$ cat config.mk
export PLATFORM = sky130hd
export DESIGN_NAME = right_barrel_shifter
export DESIGN_NICKNAME = d
export VERILOG_FILES = /design/src/rtl/right_barrel_shifter_pkg.sv /design/src/rtl/right_barrel_shifter_stage.sv /design/src/rtl/right_barrel_shifter.sv
export SDC_FILE = /design/constraint.sdc
export NUM_CORES = 1
export LEC_CHECK = 0
export CORE_MARGIN = 3
export CORE_UTILIZATION = 43
export CTS_CLUSTER_DIAMETER = 120
export CTS_CLUSTER_SIZE = 25
export DETAILED_ROUTE_END_ITERATION = 6
export PLACE_DENSITY_LB_ADDON = 0.05
export SETUP_SLACK_MARGIN = 0.02
export SLEW_MARGIN = 20
export SYNTH_ARGS = -nofsm -noshare
export SYNTH_HDL_FRONTEND = slang
export SYNTH_SLANG_ARGS = --single-unit
$ cat constraint.sdc
create_clock -name clk -period 1.1 [get_ports clk]
set_input_delay 0.22 -clock clk [delete_from_list [all_inputs] [get_ports clk]]
set_output_delay 0.22 -clock clk [all_outputs]
set_load 0.02 [all_outputs]
$ cat src/rtl/right_barrel_shifter_pkg.sv
// Shared encodings and elaboration helpers for the right barrel shifter.
package right_barrel_shifter_pkg;

   localparam logic OP_SRL = 1'b0;
   localparam logic OP_SRA = 1'b1;

   localparam int IMPL_STAGED = 0;
   localparam int IMPL_BEHAV  = 1;

   function automatic bit width_ok(input int w);
      return (w >= 2) && ((w & (w - 1)) == 0);
   endfunction

endpackage

$ cat src/rtl/right_barrel_shifter_stage.sv
// One mux stage of the staged shifter: shifts right by SHIFT with fill when enabled.
// Purely combinational, no latency, no backpressure.
module right_shift_stage #(
   parameter int WIDTH = 32,
   parameter int SHIFT = 1
) (
   input  logic [WIDTH-1:0] data_i,
   input  logic             en_i,
   input  logic             fill_i,
   output logic [WIDTH-1:0] data_o
);

   assign data_o = en_i ? {{SHIFT{fill_i}}, data_i[WIDTH-1:SHIFT]} : data_i;

endmodule

$ cat src/rtl/right_barrel_shifter.sv
// Logical/arithmetic right shifter with one registered output stage, selectable architecture.
// Latency 1 cycle; no backpressure, accepts one operation every cycle.
module right_barrel_shifter
   import right_barrel_shifter_pkg::*;
#(
   parameter int IMPL  = IMPL_STAGED,
   parameter int WIDTH = 32
) (
   input  logic                     clk,
   input  logic                     rst_n,
   input  logic                     op,
   input  logic [$clog2(WIDTH)-1:0] amt,
   input  logic [WIDTH-1:0]         a,
   input  logic                     in_valid,
   output logic [WIDTH-1:0]         y,
   output logic                     out_valid
);

   localparam int AW = $clog2(WIDTH);

   logic             fill;
   logic [WIDTH-1:0] shift_res;
   logic [WIDTH-1:0] y_d, y_q;
   logic             vld_q;

   if (!width_ok(WIDTH)) begin : g_bad_width
      $error("right_barrel_shifter: WIDTH must be a power of two and >= 2");
   end

   assign fill = (op == OP_SRA) & a[WIDTH-1];

   if (IMPL == IMPL_STAGED) begin : g_staged
      logic [WIDTH-1:0] stg [AW+1];
      assign stg[0] = a;
      // Stage k handles bit k of amt, i.e. a shift by 2^k.
      for (genvar k = 0; k < AW; k++) begin : g_stage
         right_shift_stage #(
            .WIDTH (WIDTH),
            .SHIFT (1 << k)
         ) u_stage (
            .data_i (stg[k]),
            .en_i   (amt[k]),
            .fill_i (fill),
            .data_o (stg[k+1])
         );
      end
      assign shift_res = stg[AW];
   end else if (IMPL == IMPL_BEHAV) begin : g_behav
      logic beh_top_unused;
      // Prepending the fill bit lets a signed shift supply zeros or sign copies alike.
      assign {beh_top_unused, shift_res} = $signed({fill, a}) >>> amt;
   end else begin : g_bad_impl
      $error("right_barrel_shifter: IMPL must be 0 or 1");
      assign shift_res = '0;
   end

   assign y_d = in_valid ? shift_res : y_q;

   always_ff @(posedge clk or negedge rst_n) begin
      if (!rst_n) begin
         y_q   <= '0;
         vld_q <= 1'b0;
      end else begin
         y_q   <= y_d;
         vld_q <= in_valid;
      end
   end

   assign y         = y_q;
   assign out_valid = vld_q;

endmodule

==> results of run 1 <==
critical path, stage by stage:
cell      delay [ps]
buf_12            90
mux4_2           530
mux4_2           550
a222oi_1         380
a21oi_1          100
worst paths after layout:
kind	depth (start not counted)	startpoint	slack, ps	to
max	5	amt[0]	-600	y[5]
min	2	rst_n	300	y[27]
max reg2reg	2	y[2]	100	y[2]
min reg2reg	2	y[26]	500	y[26]
max in group asynchronous	2	rst_n	630	y[12]
min in group clk	4	in_valid	380	y[7]
state kept, by name (all words and copies together), names as in the netlist:
register / flops
y: 32
out_valid: 1
metrics by stage:
step,hold WS (ps),std cells
floorplan,-75.6,357
global placement,470,617
detailed placement,487,617
CTS,317,648
global route,327,663
finish,304,663
timing repair:
| item | 4_1_cts | 5_1_grt |
|---|---|---|
| pin swaps | 33 | 40 |
| endpoints found under the hold margin | 0 | 0 |
| buffers inserted | 21 | 18 |
| gates resized for setup | 331 | 69 |
| setup endpoints to repair | 65 | 38 |
| cloned | 2 | 2 |
kinds of logic (layout without fill, tap and decap cells):
logic type / after synthesis / count (layout) / share of synthesized area [%]
AO/OA/AOI/OAI: 102 / 102 / 22.2
flip-flops: 33 / 33 / 25.7
multiplexers: 63 / 63 / 30.4
AND/OR/NAND/NOR: 114 / 114 / 15.2
buffers and inverters: 45 / 255 / 6.43
Yosys cell counts, types with 6 or more instances:
library cell and instances:
nand2_1 55, dfrtp_1 33, nor2_1 30, mux2i_1 22
mux4_2 22, o21ai_0 21, a21oi_1 18, mux2_2 16
clkbuf_1 15, inv_1 12, buf_2 9, o211ai_1 9
nand3_1 7, a221oi_1 6, nor3_1 6, o22a_1 6
layout make-up:
type | instances | share of cell area [%]
multi-input combinational | 279 | 46.1
timing repair buffer | 233 | 35.2
sequential | 33 | 14.1
tap | 96 | 2.05
clock buffer | 6 | 1.24
inverter | 14 | 1.13
clock inverter | 2 | 0.171
where the power goes:
| part | leakage (nW) | switching (mW) | internal [mW] |
|---|---|---|---|
| Combinational | 2.17 | 1.44 | 1.44 |
| Sequential | 0.399 | 0.0864 | 1.37 |
| Clock | 0.0450 | 0.465 | 0.438 |
| Total | 2.61 | 2.00 | 3.24 |
per-layer routing:
| metal | routed length, um | up-vias |
|---|---|---|
| li1 | - | 1790 |
| met1 | 5730 | 1997 |
| met2 | 7190 | 264 |
| met3 | 1130 | 50 |
| met4 | 606 | 0 |
| met5 | 0 | - |
==> flow_metrics.py, run 1 <==
metrics = {
    "cts": {
        "htreeDepth": 2,
        "cts_made_buffers": 5,
        "clkLatencyLatePin_ps": 290,
        "ctsLongestPathBuffers": 2,
        "cts_hold_buf": 0,
        "tritoncts": "yes",
        "clkSlewWorstSetupHoldPaths_ps": 70,
        "cts.sink_count": 33,
        "clockRootBuffer": "clkbuf_8",
    },
    "placed_design": {
        "dpl.hpwl_um": 9390,
        "place_ws_ps": -1170,
        "gp_congestion": 0.974,
        "place_area_mm2": 0.00492,
        "port_buffers": 73,
    },
    "sta": {
        "timing.fmax_mhz": 588,
        "max_slew_margin_pct": 68.0,
        "fin_skew_ps": 0,
        "setup_tns_ps": -12260,
        "setup_viol": 31,
        "worst_slew_pin_slew_ps": 478,
        "timing.final.crit_share_pct": 155,
        "hold_violations": 0,
        "slew_viol_final": 0,
        "rsz0062_at_grt": "true",
        "fin_crit_ps": 1700,
        "postLayoutSetupSlackWorst_ps": -601,
    },
    "global_route": {
        "grt_overflow": 0,
        "grt-busiest-layer": "met2",
        "grt_util_met2_pct": 52.9,
        "grt_pass1_wl_um": 20700,
        "met3_usage_pct": 3.57,
        "grt_antenna_before_repair": 0,
        "grtUsageTotal_pct": 30.9,
        "met1_usage_pct": 39.5,
        "grt_pass1_vias": 3974,
        "grt_max_degree": 34,
    },
    "worst_setup_path": {
        "crit_path_max_fanout": 5,
        "crit_type": "in2reg",
        "cp.arrival_ps": 1870,
        "critPathLaunchType": "input port",
        "critPathCaptureType": "flop",
        "required_ps": 1270,
    },
    "power_and_ir_drop": {
        "pwr_density_cell_mw_per_mm2": 896,
        "leakage_nw": 2.61,
        "power.total_mw": 5.24,
        "ir_worst_vdd_mv": 0.479,
    },
    "floorplan": {
        "die_x_um": 92.4,
        "fp-row-count": 30,
        "die_h_um": 92.4,
        "initial_core_util_pct": 45.7,
        "die_area_mm2": 0.00854,
        "core-area_mm2": 0.00702,
        "ios": 74,
    },
    "detailed_routing": {
        "drt-wirelength-per-cell_um": 22.1,
        "drtIter0Drc": 312,
        "num_vias": 4101,
        "ant_nets": 0,
        "drc": 0,
        "drt_wl_total_um": 14700,
        "via_per_inst": 6.19,
        "dr.pass1.iters": 5,
    },
    "yosys": {
        "async_flop_share_pct": 100,
        "avgSynthCellArea_um2": 8.99,
        "synth_area_leaders": "dfrtp_1 (26%), mux4_2 (15%), mux2i_1 (6.9%)",
        "syn_nets": 398,
        "synth_edf_count": 0,
        "synth_cell_type_count": 51,
        "yosysTopAreaCellShare_pct": 25.7,
        "synth_seq_area_share_pct": 25.7,
        "syn-instance-count": 357,
        "synth_ff_type": "dfrtp_1",
        "synth-seq-cells": 33,
        "synth.cell_area_mm2": 0.00321,
        "yosys_warnings": 0,
        "synth_largest_area_cell": "dfrtp_1",
    },
    "finish": {
        "layout_common_cells": "buf_4 (119), nand2_1 (40), buf_2 (38), buf_6 (33), dfrtp_1 (33)",
        "drive_above_1_share_pct": 61.9,
        "final_common_cell": "buf_4",
        "fill_cells": 410,
        "finalNetCount": 607,
        "fin_area_mm2": 0.00585,
        "fin_util_pct": 83.3,
        "multi_input_area_mm2": 0.00269,
        "area_growth_pct": 82.2,
        "seq_area_um2": 826,
        "antenna_cells": 0,
    },
    "run_status": {
        "outcome": "complete, but fails checks",
        "violations": "negative setup slack",
    },
    "flow_run": {
        "maxCapViolCount": 0,
    },
    "hold_path": {
        "hp-class": "in2async",
    },
}
(Power assumes the default switching activity.)
==> run 2: changes to the inputs <==
==> constraint.sdc (replaced) <==
create_clock -name clk -period 2.1 [get_ports clk]
set_input_delay 0.42 -clock clk [delete_from_list [all_inputs] [get_ports clk]]
set_output_delay 0.42 -clock clk [all_outputs]
set_load 0.02 [all_outputs]
==> run 2 against run 1 <==
The flow now finishes without violations. Critical endpoint is now y[7]. Combinational power down 58%. Flip-flop and latch count unchanged. Hold slack better by 190 ps.
==> flow_metrics.py, run 2 (synthesized netlist as in run 1, its figures left out) <==
metrics = {
    "power_and_ir_drop": {
        "power_switching_mw": 0.883,
        "intPower_mw": 1.72,
        "ir_worst_vdd_mv": 0.257,
        "leakage_nw": 2.21,
        "comb_power_share_pct": 46.4,
        "p_sw_share_pct": 34.0,
        "pwr-share-seq_pct": 29.5,
        "pwr_density_cell_mw_per_mm2": 521,
        "pwr-share-clk_pct": 24.0,
    },
    "floorplan": {
        "ios": 74,
        "die_area_mm2": 0.00854,
        "fp-row-count": 30,
        "core-area_mm2": 0.00702,
        "initial_core_util_pct": 45.7,
        "die_h_um": 92.4,
        "die_x_um": 92.4,
    },
    "finish": {
        "finalNonFillerCells": 618,
        "area_growth_pct": 55.5,
        "drive_above_1_share_pct": 33.1,
        "antenna_cells": 0,
        "finalNetCount": 562,
        "final_common_cell": "buf_4",
        "largest_reg_flops": 32,
        "layout_common_cells": "buf_4 (109), clkdlybuf4s50_1 (58), nand2_1 (55), dfrtp_1 (33), nor2_1 (30)",
    },
    "placed_design": {
        "port_buffers": 73,
        "place_ws_ps": -357,
        "dp.cells": 607,
        "dpl.hpwl_um": 9950,
        "gp_congestion": 0.968,
    },
    "worst_setup_path": {
        "rr_worst_depth": 1,
        "crit_type": "in2reg",
        "cp.arrival_ps": 2180,
        "critPathCaptureType": "flop",
        "critPathLaunchType": "input port",
        "crit_path_max_fanout": 5,
        "required_ps": 2280,
    },
    "global_route": {
        "grt_overflow": 0,
        "grt_max_degree": 34,
        "grtUsageTotal_pct": 29.2,
        "grt_pass1_wl_um": 19600,
        "grt_antenna_before_repair": 0,
        "grt_pass1_vias": 3711,
    },
    "sta": {
        "fin_skew_ps": 0,
        "hold_violations": 0,
        "setup_viol": 0,
        "worst_slew_pin_slew_ps": 577,
        "max_slew_margin_pct": 61.2,
        "postLayoutSetupSlackWorst_ps": 99.9,
        "timing.fmax_mhz": 500,
        "rsz0062_at_grt": "false",
        "fin_crit_ps": 2000,
        "timing.final.crit_share_pct": 95.2,
        "setup_tns_ps": 0,
        "slew_viol_final": 0,
    },
    "detailed_routing": {
        "num_vias": 3676,
        "drc": 0,
        "drt_wl_total_um": 12200,
        "drt-wirelength-per-cell_um": 19.7,
        "via_per_inst": 5.95,
        "dr.pass1.iters": 5,
        "ant_nets": 0,
        "drtIter0Drc": 209,
    },
    "cts": {
        "clkLatencyLatePin_ps": 280,
        "htreeDepth": 2,
        "cts.sink_count": 33,
        "ctsLongestPathBuffers": 2,
        "cts_made_buffers": 5,
        "cts_hold_buf": 0,
        "tritoncts": "yes",
        "clockRootBuffer": "clkbuf_8",
        "clkSlewWorstSetupHoldPaths_ps": 70,
    },
    "hold_path": {
        "holdPathStages": 1,
        "hp-class": "reg2reg",
    },
    "run_status": {
        "outcome": "finished, final reports clean",
    },
    "flow_run": {
        "maxCapViolCount": 0,
    },
}
-- run 2: worst paths after layout --
check	from	endpoint	slack [ps]
hold / removal	y[31]	y[31]	500
min in group asynchronous	rst_n	y[5]	550
max in group asynchronous	rst_n	y[14]	1250
setup reg to reg	y[14]	y[14]	1220
setup / recovery	a[20]	y[7]	100
hold reg to reg	y[31]	y[31]	500
-- run 2: worst max-delay path: stages --
cell and delay, ps:
clkdlybuf4s50_1 470, mux4_1 620, mux4_2 520, nand2_1 90, a21oi_1 60
-- run 2: timing repair --
item / in CTS / in global routing
pin swaps: 2 / 1
gates cloned: 0 / 1
gates resized for setup: 10 / 15
setup endpoints to repair: 5 / 20
setup buffers: 2 / 0
-- run 2: metrics by stage --
| stage | power [mW] | utilization [%] | hold WS (ps) | instance area, um^2 |
|---|---|---|---|---|
| 2_1_floorplan | 1.34 | - | 124 | 3210 |
| 3_3_place_gp | 1.94 | 68.2 | 467 | 4790 |
| 3_5_place_dp | 1.96 | 68.2 | 479 | 4790 |
| 4_1_cts | 2.58 | 70.0 | 496 | 4910 |
| 5_1_grt | 2.73 | 71.1 | 533 | 4990 |
| 6_report | 2.60 | 71.1 | 498 | 4990 |
-- run 2: per-layer routing --
metal  global-route usage, %  share of wire (%)  vias up
li1                        -                  -     1694
met1                    39.0                 41     1767
met2                    49.4                 48      187
met3                    4.22                7.9       28
met4                    8.04                2.4        0
met5                       0                  0        -
-- run 2: cell type report --
type	count	area [um^2]
Timing Repair Buffer	188	1660
Sequential cell	33	826
Inverter	14	53.8
Fill cell	554	2030
Tap cell	96	120
Clock inverter	1	30.0
Clock buffer	7	86.3
Multi-Input combinational cell	279	2220
-- run 2: power by group through the flow --
stage	clock [mW]	sequential (mW)	combinational, mW
floorplan	0	0.872	0.471
global placement	0	0.776	1.17
detailed placement	0	0.779	1.18
CTS	0.633	0.767	1.18
global route	0.663	0.779	1.29
finish	0.625	0.768	1.21
